### src/rtl/pattern_sequencer.sv
`default_nettype none
// ============================================================================
// Module      : pattern_sequencer
// Description : Selects one of N_PAT VGA pattern generator outputs and drives
//               it to the DAC. Pattern changes occur only at frame boundaries,
//               on a manual "next" request or automatically every
//               FRAMES_PER_PAT frames. Output is registered and blanked
//               outside the active area.
//               Optional build macro: PATSEQ_OVERLAY_EN (8x8 white indicator
//               square at rows 0..7, columns pat_sel*16 .. pat_sel*16+7).
// Revision    : 1.0 - initial release
// ============================================================================
module pattern_sequencer #(
  parameter int N_PAT          = 4,
  parameter int FRAMES_PER_PAT = 60,
  parameter int H_ACTIVE       = 640,
  parameter int V_ACTIVE       = 480
) (
  input  logic                       clk_i,
  input  logic                       rst_ni,
  input  logic [9:0]                 row_i,
  input  logic [9:0]                 column_i,
  input  logic [3*N_PAT-1:0]         pat_rgb_i,
  input  logic                       next_i,
  input  logic                       mode_i,
  output logic [2:0]                 rgb_o,
  output logic [$clog2(N_PAT)-1:0]   pat_sel_o,
  output logic                       frame_tick_o
);

  localparam int SW = $clog2(N_PAT);
  localparam int CW = $clog2(FRAMES_PER_PAT) + 1;

  localparam logic [SW-1:0] c_sel_last = SW'(N_PAT - 1);
  localparam logic [CW-1:0] c_cnt_term = CW'(FRAMES_PER_PAT - 1);
  localparam logic [9:0]    c_h_active = 10'(H_ACTIVE);
  localparam logic [9:0]    c_v_active = 10'(V_ACTIVE);

  typedef enum logic [1:0] {
    S_SYNC   = 2'd0,
    S_MANUAL = 2'd1,
    S_AUTO   = 2'd2
  } state_t;

  state_t          r_state;
  logic [SW-1:0]   r_pat_sel;
  logic [CW-1:0]   r_cnt;
  logic            r_pending;
  logic            r_next_q;
  logic            r_prev_origin;
  logic [2:0]      r_rgb;
  logic            r_frame_tick;

  logic            w_origin;
  logic            w_tick;
  logic            w_next_rise;
  logic            w_pend_nxt;
  logic [SW-1:0]   w_sel_inc;
  state_t          w_state_nxt;
  logic [SW-1:0]   w_sel_nxt;
  logic [CW-1:0]   w_cnt_nxt;
  logic            w_active;
  logic [2:0]      w_pix;
  logic [2:0]      w_rgb_nxt;

  // Frame boundary and next-request edge detection
  always_comb begin
    w_origin    = (row_i == 10'd0) && (column_i == 10'd0);
    // Only the first cycle at (0,0) counts, so held coordinates give one tick
    w_tick      = w_origin && !r_prev_origin;
    w_next_rise = next_i && !r_next_q;
    // Every tick consumes (or discards) the outstanding request; an edge on
    // the tick cycle itself is kept for the following frame.
    w_pend_nxt  = w_tick ? w_next_rise : (r_pending || w_next_rise);
    w_sel_inc   = (r_pat_sel == c_sel_last) ? '0 : r_pat_sel + 1'b1;
  end

  // Next-state decision for the sequencing FSM, evaluated on frame ticks
  always_comb begin
    w_state_nxt = r_state;
    w_sel_nxt   = r_pat_sel;
    w_cnt_nxt   = r_cnt;
    if (w_tick) begin
      case (r_state)
        S_SYNC: begin
          w_state_nxt = mode_i ? S_AUTO : S_MANUAL;
          w_cnt_nxt   = '0;
        end
        S_MANUAL: begin
          if (r_pending) begin
            w_sel_nxt = w_sel_inc;
          end
          if (mode_i) begin
            w_state_nxt = S_AUTO;
            w_cnt_nxt   = '0;
          end
        end
        S_AUTO: begin
          // Terminal count and a pending request together still advance once
          if ((r_cnt == c_cnt_term) || r_pending) begin
            w_sel_nxt = w_sel_inc;
            w_cnt_nxt = '0;
          end else begin
            w_cnt_nxt = r_cnt + 1'b1;
          end
          if (!mode_i) begin
            w_state_nxt = S_MANUAL;
          end
        end
        default: begin
          w_state_nxt = S_SYNC;
          w_sel_nxt   = '0;
          w_cnt_nxt   = '0;
        end
      endcase
    end
  end

  // Pixel colour: next-state selection so a change shows from pixel (0,0)
  always_comb begin
    w_active = (row_i < c_v_active) && (column_i < c_h_active);
    w_pix    = 3'b000;
    for (int k = 0; k < N_PAT; k++) begin
      if (w_sel_nxt == SW'(k)) begin
        w_pix = pat_rgb_i[3*k +: 3];
      end
    end
`ifdef PATSEQ_OVERLAY_EN
    // Indicator square: 16-column slot per pattern, left 8 columns lit
    if ((row_i < 10'd8) && (column_i[9:4] == 6'(w_sel_nxt)) && !column_i[3]) begin
      w_pix = 3'b111;
    end
`endif
    w_rgb_nxt = (w_active && (w_state_nxt != S_SYNC)) ? w_pix : 3'b000;
  end

  // Sequencer state and registered outputs
  always_ff @(posedge clk_i or negedge rst_ni) begin
    if (!rst_ni) begin
      r_state       <= S_SYNC;
      r_pat_sel     <= '0;
      r_cnt         <= '0;
      r_pending     <= 1'b0;
      r_next_q      <= 1'b0;
      r_prev_origin <= 1'b0;
      r_rgb         <= 3'b000;
      r_frame_tick  <= 1'b0;
    end else begin
      r_state       <= w_state_nxt;
      r_pat_sel     <= w_sel_nxt;
      r_cnt         <= w_cnt_nxt;
      r_pending     <= w_pend_nxt;
      r_next_q      <= next_i;
      r_prev_origin <= w_origin;
      r_rgb         <= w_rgb_nxt;
      r_frame_tick  <= w_tick;
    end
  end

  assign rgb_o        = r_rgb;
  assign pat_sel_o    = r_pat_sel;
  assign frame_tick_o = r_frame_tick;

endmodule
`default_nettype wire

### config.mk
export PLATFORM = sky130hd
export DESIGN_NAME = pattern_sequencer
export DESIGN_NICKNAME = d
export VERILOG_FILES = /design/src/rtl/pattern_sequencer.sv
export SDC_FILE = /design/constraint.sdc
export NUM_CORES = 1
export LEC_CHECK = 0
export CORE_AREA = 2 2 51 53
export CTS_CLUSTER_DIAMETER = 50
export DETAILED_ROUTE_END_ITERATION = 16
export DIE_AREA = 0 0 53 55
export HOLD_SLACK_MARGIN = 0.08
export PLACE_DENSITY = 0.8
export RECOVER_POWER = 50
export SLEW_MARGIN = 10
export SYNTH_ARGS = -nofsm -noshare
export SYNTH_HDL_FRONTEND = slang
export SYNTH_SLANG_ARGS = --single-unit
### constraint.sdc
create_clock -name clk_i -period 3.8 [get_ports clk_i]
set_input_delay 0.57 -clock clk_i [delete_from_list [all_inputs] [get_ports clk_i]]
set_output_delay 0.57 -clock clk_i [all_outputs]
set_load 0.01 [all_outputs]
# ---- After elaboration in Yosys (flattened, before gate mapping)
# Cells that the tools add are included.
dict set report totals {
  ff_bits 18
  in_bits 36
  output_inout_bits 6
}
dict set report classes {
  add_sub_neg 2
  order_cmp 2
  n_eq_ne 8
  mux 19
  n_reduce_logical 15
}
# cell count
set op_table {}
lappend op_table {{logical NOT 10 bit} 2}
lappend op_table {{2-to-1 mux 2 bit} 8}
lappend op_table {{2-to-1 mux 3 bit} 5}
lappend op_table {{2-to-1 mux 7 bit} 2}
lappend op_table {{one-hot mux 7 bit (2 select lines)} 1}
lappend op_table {{one-hot mux 2 bit (3 select lines)} 2}
lappend op_table {{< comparator 10 bit (second input constant)} 1}
lappend op_table {{< comparator 10 x 9 -> 1 bit (second input constant)} 1}
lappend op_table {{== test 2 bit (second input constant)} 4}
lappend op_table {{adder 7 x 1 -> 7 bit (second input constant)} 1}
lappend op_table {{== test 7 x 6 -> 1 bit (second input constant)} 1}
lappend op_table {{logical AND 1 bit} 5}
lappend op_table {{== test 2 x 1 -> 1 bit (second input constant)} 2}
lappend op_table {{logical NOT 2 bit} 2}
lappend op_table {{adder 2 x 1 -> 2 bit (second input constant)} 1}
lappend op_table {{logical NOT 1 bit} 2}
lappend op_table {{logical OR 1 bit} 2}
lappend op_table {{!= test 2 bit (second input constant)} 1}
lappend op_table {{AND reduction 2 bit} 1}
lappend op_table {{nonzero test 2 bit} 1}
lappend op_table {{2-to-1 mux 1 bit} 1}

# ---- Longest topological paths before layout
# Gate-level depths: netlist (run 1).
dict set report depth {
  ltp_word 11
  mapped_depth 8
}

# ---- Worst setup path before layout (run 1)
# OpenSTA, ideal clock, no wires.
dict set report synth_timing {
  path_type {input to register}
  from {input port column_i[5]}
  to {register r_rgb[0] (netlist: rgb_o[0])}
  arrival_time_ps 2113
  required_ps 3706
  slack_ps 1593
  cell_stages 7
  cell_sequence {nor4_1 and4_1 nand2_2 or3_4 and2_2 o221a_2 a211oi_1}
}
dict set report synth_between {
  elab_chain_cells 10
  word_cells_on_any_way 18
  cone_classes {order compare: 1; eq/ne: 3; mux: 7; reduce/logical: 7}
}
# element line
set synth_rtl {}
lappend synth_rtl {{start, declared} 22} ;# input logic [9:0] column_i,
lappend synth_rtl {{logical NOT 10 bit} 68} ;# w_origin = (row_i == 10'd0) && (column_i == 10'd0);
lappend synth_rtl {{logical AND 1 bit} 68}
lappend synth_rtl {{logical AND 1 bit} 70} ;# w_tick = w_origin && !r_prev_origin;
lappend synth_rtl {{2-to-1 mux 2 bit} 83} ;# if (w_tick) begin
lappend synth_rtl {{logical NOT 2 bit} 124} ;# if (w_sel_nxt == SW'(k)) begin
lappend synth_rtl {{2-to-1 mux 3 bit (4 in series)} 124}
lappend synth_rtl {{2-to-1 mux 3 bit (*)} 134} ;# w_rgb_nxt = (w_active && (w_state_nxt != S_SYNC)) ? w_pix : 3'b000;
lappend synth_rtl {{net w_rgb_nxt[0]} 64} ;# logic [2:0] w_rgb_nxt;
lappend synth_rtl {{end signal, assigned} 155} ;# r_rgb <= w_rgb_nxt;
lappend synth_rtl {{end, declared} 51} ;# logic [2:0] r_rgb;
# The timed path passes the listed nets; every way through them passes the cells marked *.
# A chain may end at the register's enable or synchronous reset.

# ---- Final worst setup path (run 1)
dict set report layout_timing {
  from {input port row_i[5]}
  to {register r_rgb[1] (netlist: rgb_o[1])}
}
dict set report layout_between {
  elab_chain_cells 10
  word_cells_on_any_way 18
  cone_classes {order compare: 1; eq/ne: 3; mux: 7; reduce/logical: 7}
}
# element line
set layout_rtl {}
lappend layout_rtl {{start, declared} 21} ;# input logic [9:0] row_i,
lappend layout_rtl {{logical NOT 10 bit (*)} 68}
lappend layout_rtl {{logical AND 1 bit (*)} 68}
lappend layout_rtl {{logical AND 1 bit (*)} 70}
lappend layout_rtl {{2-to-1 mux 2 bit (*)} 83}
lappend layout_rtl {{net w_sel_nxt[0]} 60} ;# logic [SW-1:0] w_sel_nxt;
lappend layout_rtl {{logical NOT 2 bit} 124}
lappend layout_rtl {{2-to-1 mux 3 bit (3 in series)} 124}
lappend layout_rtl {{2-to-1 mux 3 bit (*)} 124}
lappend layout_rtl {{2-to-1 mux 3 bit (*)} 134}
lappend layout_rtl {{net w_rgb_nxt[1]} 64}
# Marks and branches as above.

==> results of run 1 <==
-- cells by family after synthesis --
| group | count (synthesis) | synth area share (%) |
|---|---|---|
| compound gates | 27 | 18.8 |
| simple gates | 44 | 27.2 |
| flops | 18 | 43.6 |
| buf+inv | 10 | 4.00 |
| fa+ha+maj | 2 | 2.42 |
| mux | 4 | 4.00 |
-- power by group --
part / switching, mW / leakage [nW] / internal (mW)
Combinational: 0.0158 / 0.398 / 0.0383
Clock: 0.0550 / 0.0210 / 0.0582
Sequential: 0.000518 / 0.237 / 0.193
-- worst max-delay path by stage --
stage	end	cells past startpoint	slack [ns]	startpoint
floorplan	rgb_o[0]	7	1.59	column_i[5]
global placement	rgb_o[2]	8	1.08	row_i[5]
detailed placement	rgb_o[1]	8	0.98	row_i[5]
CTS	rgb_o[1]	8	1.29	row_i[5]
global route	r_cnt[3]	8	0.95	row_i[5]
finish	rgb_o[1]	8	1.16	row_i[5]
-- state kept, by name, summed over array words and instances, names as in the netlist --
register       cells
frame_tick_o       1
pat_sel_o          2
r_cnt              7
r_next_q           1
r_pending          1
r_prev_origin      1
r_state            2
rgb_o              3
-- metrics by stage --
stage	area [µm²]	power [mW]	std cells	util (%)	hold WS (ns)
2_1_floorplan	1030	0.207	105	-	0.274
3_3_place_gp	1470	0.253	175	62.3	0.479
3_5_place_dp	1470	0.253	175	62.3	0.494
4_1_cts	1510	0.365	179	63.9	0.508
5_1_grt	1510	0.378	179	63.8	0.546
6_report	1510	0.361	179	63.8	0.497
-- worst max-delay path: cells and delay by family --
family          cells  cell delay [ns]
simple gates        4             1.05
buf+inv             2             0.69
compound gates      2             0.52
-- routing by layer --
layer  wire (µm)  vias up  global-route usage [%]
met2        1090       32                    33.3
li1            -      481                       -
met3         135        0                    5.11
met4           0        0                    3.42
met1        1020      451                    21.3
met5           0        -                       0
-- cells in the final DEF (no fill, tap or decap), types with 2 or more instances in the layout --
cell type,synthesis,layout
nand3_1,5,5
inv_1,8,8
o21ai_0,8,8
or2_2,3,3
o221a_2,3,3
ha_1,2,2
nor4b_1,2,2
a21oi_1,5,5
a211oi_1,3,3
nand4_1,2,2
mux2i_1,3,3
clkdlybuf4s50_1,0,38
o31ai_1,4,4
dfrtp_1,18,18
clkbuf_4,0,3
dlygate4sd3_1,0,3
nor2b_1,4,4
nor3_1,2,2
nand2_1,9,10
nand2b_1,3,3
nor4_1,4,4
-- cell type report --
cell class              count  area (µm²)  share of cell area (%)
clock buffers               4        36.3                    2.41
multi-input cells          77         539                    35.8
well taps                  30        37.5                    2.49
repair buffers             41         410                    27.2
flip-flops and latches     18         450                    29.9
inverters                   9        33.8                    2.24
==> metrics.yaml, run 1 <==
status:
  status: "completed"
layout:
  fillers: 214
  fin_nets: 188
  area_delta_synth_final_pct: 45.9
  drive_gt1_share_pct: 11.4
  antenna_cells: 0
sta:
  finalWorstSetupSlack_ns: 1.16
  max_freq_mhz: 379
  slew_headroom_pct: 48.7
  clock_skew_ns: 0.00937
  drv_slew: 0
  period_share_pct: 69.5
  rsz0062_at_grt: "false"
  fin_crit_ns: 2.64
  hold_viol: 0
  fin_tns_setup_ns: 0
  finalSetupViolCount: 0
  worst_pin_slew_ns: 0.767
clock_network:
  cts_hold_buf: 0
  numCtsBuffers: 3
  cts_tree: "yes"
  clk_latency_ns: 0.28
  htreeDepth: 1
  cts_root_buf: "clkbuf_4"
  postCtsSetupBuffers: 0
  cts_resized: 0
  cts.path.max_buffers: 2
  numClockSinks: 18
  clk_pin_slew_ns: 0.10
setup_path:
  cp_max_fo: 4
  cp-start-kind: "primary input"
  crit-reg2reg-launch: "r_cnt[0]"
  r2r_slack_ns: 1.56
  cp-end-kind: "register"
  cp.required_ns: 3.99
  critPathMaxStageDelay_ns: 0.55
  worst_ep_arrival_time_ns: 2.83
  cp_slowest_cell: "dlygate4sd3_1"
  worstReg2RegEnd: "rgb_o[1]"
  rr_worst_depth: 8
  worst-setup-path-type: "in -> reg"
  path_cells: "dlygate4sd3_1 -> nor4_1 -> and4_1 -> nand2_1 -> or3_4 -> a21oi_1 -> inv_1 -> a211oi_1"
floorplan:
  start_util_pct: 43.7
  core_area_um2: 2360
  die_width_um: 53
  num_rows: 18
  fp.dieH_um: 55
  pin_count: 42
  dieArea_um2: 2920
placed_design:
  post-dp-hpwl_um: 1870
  finalWeightedCongestion: 0.759
  io_buffers: 41
  place_ws_ns: 0.982
worst_hold_path:
  hp-start: "r_cnt[5]"
  whs_path_depth: 1
  hold_path.class: "reg -> reg"
  min_to: "r_cnt[5]"
pwr:
  powerDensity_nw_per_um2: 240
  power_leakage_nw: 0.656
  ir_drop_uv: 137
routing:
  wl_per_cell_um: 12.6
  wl_um: 2250
  dr.pass1.iters: 3
  remaining_drc_errors: 0
  vias: 964
  vias_per_cell: 5.39
  initialDrtViolationCount: 6
  ant_nets: 0
grt:
  grt_max_degree: 19
  grt_pass1_wl_um: 3960
  antenna_found_initial: 0
  grt_overflow: 0
  grt_util_all_layers_pct: 18.1
  grt_pass1_vias: 1019
synth:
  synthTopCellsByArea: "dfrtp_1 44%, o21ai_0 3.9%, nand2_1 3.3%"
  yosysUniqueCellTypes: 35
  async_reset_ff_share_pct: 100
  synth_cells: 105
  synth_top_area_share_pct: 43.6
  synth-edff-count: 0
  synth_common_cells: "18 x dfrtp_1, 9 x nand2_1, 8 x inv_1, 8 x o21ai_0"
  syn_nets: 143
  seq_area_frac_synth_pct: 43.6
  ys_ff_latch: 18
  yosysWarnings: 0
  syn_area_um2: 1030
  yosysMostFrequentCell: "dfrtp_1"
  syn_avg_cell_area_um2: 9.84
  synth_flop_cell: "dfrtp_1"
  yosysTopAreaCell: "dfrtp_1"
job:
  drv_cap: 0
Power figures use the tool's default switching activity.
==> inputs of run 2 (changes only) <==
--- a/config.mk
+++ b/config.mk
@@ -5,12 +5,12 @@
 export SDC_FILE = /design/constraint.sdc
 export NUM_CORES = 1
 export LEC_CHECK = 0
-export CORE_AREA = 2 2 51 53
+export CORE_AREA = 2 2 53 55
 export CTS_CLUSTER_DIAMETER = 50
 export DETAILED_ROUTE_END_ITERATION = 16
-export DIE_AREA = 0 0 53 55
+export DIE_AREA = 0 0 55 57
 export HOLD_SLACK_MARGIN = 0.08
-export PLACE_DENSITY = 0.8
+export PLACE_DENSITY = 0.75
 export RECOVER_POWER = 50
 export SLEW_MARGIN = 10
 export SYNTH_ARGS = -nofsm -noshare
==> constraint.sdc (replaced) <==
create_clock -name clk_i -period 2.6 [get_ports clk_i]
set_input_delay 0.39 -clock clk_i [delete_from_list [all_inputs] [get_ports clk_i]]
set_output_delay 0.39 -clock clk_i [all_outputs]
set_load 0.01 [all_outputs]
==> run 2 against run 1 <==
Combinational power up 47%; largest power group unchanged; wire length up 4.8%; core utilization down 5.1 points; critical path depth unchanged; highest routed layer is now met4; final cell count up 2.2%.
==> metrics.yaml, run 2 (synthesis gave the netlist of run 1 again) <==
pwr:
  powerDensity_nw_per_um2: 347  # was 240 nW/µm²
  power_leakage_nw: 0.671  # was 0.656 nW
  p_total_mw: 0.532  # was 0.361 mW
  power.switching_mw: 0.108  # was 0.0713 mW
  comb_power_share_pct: 14.9  # was 15.0%
  power_frac_seq_pct: 53.2  # was 53.7%
  ir_drop_uv: 229  # was 137 µV
  power.share.switching_pct: 20.4  # was 19.7%
  power.internal_mw: 0.424  # was 0.290 mW
  clockPowerShare_pct: 31.8  # was 31.3%
grt:
  grt_pass1_vias: 1069  # was 1019
  grt.met1_usage_pct: 19.7  # was 21.3%
  gr-usage-met2_pct: 31.0  # was 33.3%
  grt_util_all_layers_pct: 18.2  # was 18.1%
  grt_pass1_wl_um: 4190  # was 3960 µm
  grt.busiest_layer: "met2"  # unchanged
  antenna_found_initial: 0  # unchanged
  gr-usage-met3_pct: 6.28  # was 5.11%
  grt_overflow: 0  # unchanged
  grt_max_degree: 19  # unchanged
job:
  drv_cap: 0  # unchanged
floorplan:
  core_area_um2: 2620  # was 2360 µm²
  start_util_pct: 39.5  # was 43.7%
  fp.dieH_um: 57  # was 55 µm
  pin_count: 42  # unchanged
  num_rows: 19  # was 18
  die_width_um: 55  # was 53 µm
  dieArea_um2: 3140  # was 2920 µm²
layout:
  most-common-layout-cells: "38 x clkdlybuf4s50_1, 18 x dfrtp_1, 9 x nand2_1, 8 x inv_1, 8 x o21ai_0"  # was 38 x clkdlybuf4s50_1, 18 x dfrtp_1, 10 x nand2_1, 8 x inv_1, 8 x o21ai_0
  fillers: 247  # was 214
  drive_gt1_share_pct: 13.8  # was 11.4%
  antenna_cells: 0  # unchanged
  fin_nets: 191  # was 188
  fin_util_pct: 58.7  # was 63.8%
  multi_input_area_um2: 542  # was 539 µm²
  top_register: "r_cnt"  # unchanged
  regArea_um2: 450  # unchanged
  final_common_cell: "clkdlybuf4s50_1"  # unchanged
  largest_reg_flops: 7  # unchanged
  area_delta_synth_final_pct: 48.4  # was 45.9%
sta:
  max_freq_mhz: 418
  slew_headroom_pct: 48.1  # was 48.7%
  drv_slew: 0  # unchanged
  period_share_pct: 92.1
  hold_viol: 0  # unchanged
  clock_skew_ns: 0.0108  # was 0.00937 ns
  finalSetupViolCount: 0  # unchanged
  fin_tns_setup_ns: 0  # unchanged
  rsz0062_at_grt: "false"  # unchanged
  fin_crit_ns: 2.39
  worst_pin_slew_ns: 0.776  # was 0.767 ns
setup_path:
  critPathMaxStageDelay_ns: 0.56  # was 0.55 ns
  cp_max_fo: 4  # unchanged
  cp-start-kind: "primary input"  # unchanged
  path_buf_inv: 2  # unchanged
  worst_ep_arrival_time_ns: 2.59  # was 2.83 ns
  cp.required_ns: 2.80  # was 3.99 ns
  cp-end-kind: "register"  # unchanged
  path_cells: "dlygate4sd3_1 -> nor4_1 -> and4_1 -> nand2_2 -> or3_4 -> a21oi_1 -> inv_1 -> a211oi_1"  # was dlygate4sd3_1 -> nor4_1 -> and4_1 -> nand2_1 -> or3_4 -> a21oi_1 -> inv_1 -> a211oi_1
  r2r_slack_ns: 0.32  # was 1.56 ns
  worst-setup-path-type: "in -> reg"  # unchanged
  cp_top_family: "simple AND/OR/NAND/NOR gates"  # unchanged
  cp_slowest_cell: "dlygate4sd3_1"  # unchanged
routing:
  dr.pass1.iters: 2  # was 3
  remaining_drc_errors: 0  # unchanged
  wl_um: 2360  # was 2250 µm
  initialDrtViolationCount: 8  # was 6
  vias: 980  # was 964
  wl_per_cell_um: 12.9  # was 12.6 µm
  ant_nets: 0  # unchanged
  vias_per_cell: 5.36  # was 5.39
status:
  status: "completed"  # unchanged
clock_network:
  cts_tree: "yes"  # unchanged
  numCtsBuffers: 3  # unchanged
  htreeDepth: 1  # unchanged
  postCtsSetupBuffers: 0  # unchanged
  cts_resized: 0  # unchanged
  cts.path.max_buffers: 2  # unchanged
  clk_latency_ns: 0.29  # was 0.28 ns
  numClockSinks: 18  # unchanged
  cts_root_buf: "clkbuf_4"  # unchanged
  clk_pin_slew_ns: 0.10  # about the same
  cts_hold_buf: 0  # unchanged
placed_design:
  post-dp-hpwl_um: 1980  # was 1870 µm
  io_buffers: 41  # unchanged
  finalWeightedCongestion: 0.785  # was 0.759
worst_hold_path:
  hold_path.class: "reg -> reg"  # unchanged
## run 2: cell types whose count changed in the layout (fill, tap and decap cells not counted)
cell | previous run | this run
buf_4 | 0 | 3
nand2_1 | 10 | 9
nand2_2 | 0 | 1
## run 2: worst reg2reg max path, cell delays in order, from the launching register on
cell and delay (ns):
dfrtp_1 0.38, ha_1 0.19, nand2b_1 0.09, nor4b_2 0.39
nor3_1 0.09, or3_4 0.37, a21oi_1 0.30, inv_1 0.14
a211oi_1 0.23
## run 2: path summary, 6_finish.rpt
kind | start | depth (start not counted) | endpoint
max reg2reg | r_cnt[1] | 8 | rgb_o[0]
min | r_cnt[5] | 1 | r_cnt[5]
min reg2reg | r_cnt[5] | 1 | r_cnt[5]
min in group asynchronous | rst_ni | 1 | r_cnt[5]
max in group asynchronous | rst_ni | 1 | rgb_o[1]
max | row_i[6] | 8 | rgb_o[0]
## run 2: metrics by stage
| step | area [µm²] | std cells | worst slack [ns] | hold WS, ns |
|---|---|---|---|---|
| after floorplan | 1030 | 105 | 0.559 | 0.0944 |
| after global placement | 1500 | 179 | 0.0709 | 0.490 |
| after detailed placement | 1500 | 179 | 0.00898 | 0.511 |
| after CTS | 1530 | 183 | 0.299 | 0.518 |
| after global routing | 1530 | 183 | 0.0561 | 0.546 |
| final | 1530 | 183 | 0.207 | 0.511 |
## run 2: layout make-up
class | instances | area share, %
Sequential cell | 18 | 29.4
Inverter | 9 | 2.20
Clock buffer | 4 | 2.37
Timing Repair Buffer | 44 | 28.2
Tap cell | 31 | 2.53
Multi-Input combinational cell | 77 | 35.3
## run 2: power by group through the flow
stage | Sequential, mW | Combinational, mW | Clock (mW)
floorplan | 0.290 | 0.0125 | 0
CTS | 0.284 | 0.0819 | 0.175
global placement | 0.289 | 0.0804 | 0
detailed placement | 0.289 | 0.0818 | 0
global route | 0.284 | 0.0867 | 0.186
finish | 0.284 | 0.0795 | 0.169
## run 2: layer usage
metal	part of all wire [%]	wire length [µm]
met1	40	932
met2	49	1160
met3	8.9	210
met4	2.2	52
met5	0	0
==> patch (settings of run 2) <==
Set the parameter `H_ACTIVE` to 320 (it was 640).
--- a/src/rtl/pattern_sequencer.sv
+++ b/src/rtl/pattern_sequencer.sv
@@ -13,7 +13,7 @@
 module pattern_sequencer #(
   parameter int N_PAT          = 4,
   parameter int FRAMES_PER_PAT = 60,
-  parameter int H_ACTIVE       = 640,
+  parameter int H_ACTIVE       = 320,
   parameter int V_ACTIVE       = 480
 ) (
   input  logic                       clk_i,
Behaviour: not the same (Yosys sat finds a counterexample within 4 cycles, from zero or initial values and one cycle with rst_ni low).
==> patch against run 2 <==
  * Sequential cell count unchanged
  * Sequential power hardly changed
  * Total power decreased by 6.9%
  * Critical path type unchanged
  * Count of clock-buffer cells in the layout down 1
  * Cell count rose by 2.7%
  * Core utilization grew 2.5 points
  * Cell area rose by 4.2%
  * Clock power shrank 21%
  * Critical endpoint is now rgb_o[2]
  * Setup slack improved by 0.24 ns
  * Clock skew down 0.0027 ns
  * Area after synthesis increased by 10%
  * Wire length is 18% higher
==> patch: results (changes against run 2) <==
* Setup WS pre-CTS at 0.184 ns (+0.175 ns)
* Worst Hold End: r_pending
* Worst Tran Pin Value at 0.818 ns (+0.0420 ns)
* Worst hold slack at 0.434 ns (-0.0775 ns)
* Clock skew at 0.00811 ns (-0.00269 ns)
* Initial DRT Pass Iterations at 4 (+2)
* DP Wirelength at 2270 µm (+15%)
* Delay-heaviest family, CP: compound AO/OA/AOI/OAI gates
* GR Util met3 at 4.19% (-2.1 points)
* Vias in the first global route at 1038 (-2.9%)
* Status: finished, final reports clean
* Worst R2R Setup Slack at 0.57 ns (+0.25 ns)
* Cell variety after synth at 40 (+14%)
* Worst Setup EP: rgb_o[2]
* Hold Startpoint: r_next_q
* Vias at 1069 (+9.1%)
* Cell count after synthesis at 113 (+7.6%)
* R2R depth at 7 (-1)
* Leak Pwr at 0.671 nW (about the same)
* Top post-synthesis cells by count: dfrtp_1 (18), nand2_1 (10), nor2_1 (9), o21ai_0 (9), mux2i_1 (7)
* Seq/Total Area, Yosys at 39.6% (-4.0 points)
* Worst R2R Start: r_cnt[0]
* Vias per cell at 5.69 (+6.2%)
* M1 WL at 1140 µm (+22%)
* GRT met1 Usage at 21.9% (+2.2 points)
* Met2 WL at 1450 µm (+25%)
* Syn_nets at 151 (+5.6%)
* Final period utilization at 82.9% (-9.2 points)
* Port Buf Inserts at 41 (unchanged)
* GR Util All Layers at 19.1% (+0.97 points)
* Worst vdd ir at 0.280 mV (+22%)
* Layout cells sized above 1 at 13.4% (-0.44 points)
* CP max stage delay at 0.43 ns (-0.13 ns)
* 1st-iter DRT viols at 15 (+7)
* DR WL met3 at 191 µm (-9.0%)
* Worst hold path type: flop to flop
* Final net count at 197 (+3.1%)
* Placed cells at 185 (+3.4%)
* Top post-synthesis cells by area: dfrtp_1 (40%), mux2i_1 (6.2%), nor4_2 (5.5%)
* CP max-delay cell: o41ai_1
* M2 GR Usage at 34.4% (+3.4 points)
* First-pass GRT wire length at 4400 µm (+4.9%)
* DR WL/cell at 14.9 µm (+15%)
==> patch: changes by cell type after synthesis, sizes merged, moves of 3 or more <==
| cell | change |
|---|---|
| nor4b | -3 |
| a21oi | -3 |
| inv | -3 |
| mux2i | +5 |
| nor2 | +8 |
| o22ai | +4 |
| o221a | -3 |
==> patch: area by class of cell <==
cell class / instances / area, µm²
clock buffer: 3 / 22.5
fill: 226 / 1020
inverter: 6 / 22.5
multi-input combinational: 88 / 647
sequential: 18 / 450
tap: 31 / 38.8
timing repair buffer: 42 / 418
==> patch: power by group <==
part / switching [mW] / internal [mW]
sequential: 0.000550 / 0.282
combinational: 0.0253 / 0.0547
clock: 0.0796 / 0.0537
==> patch: logic make-up after synthesis <==
group,after synthesis,synth area share [%]
fa+ha+maj,2,2.20
buf+inv,7,2.97
simple gates,50,27.6
flops,18,39.6
compound gates,28,20.2
mux,8,7.37
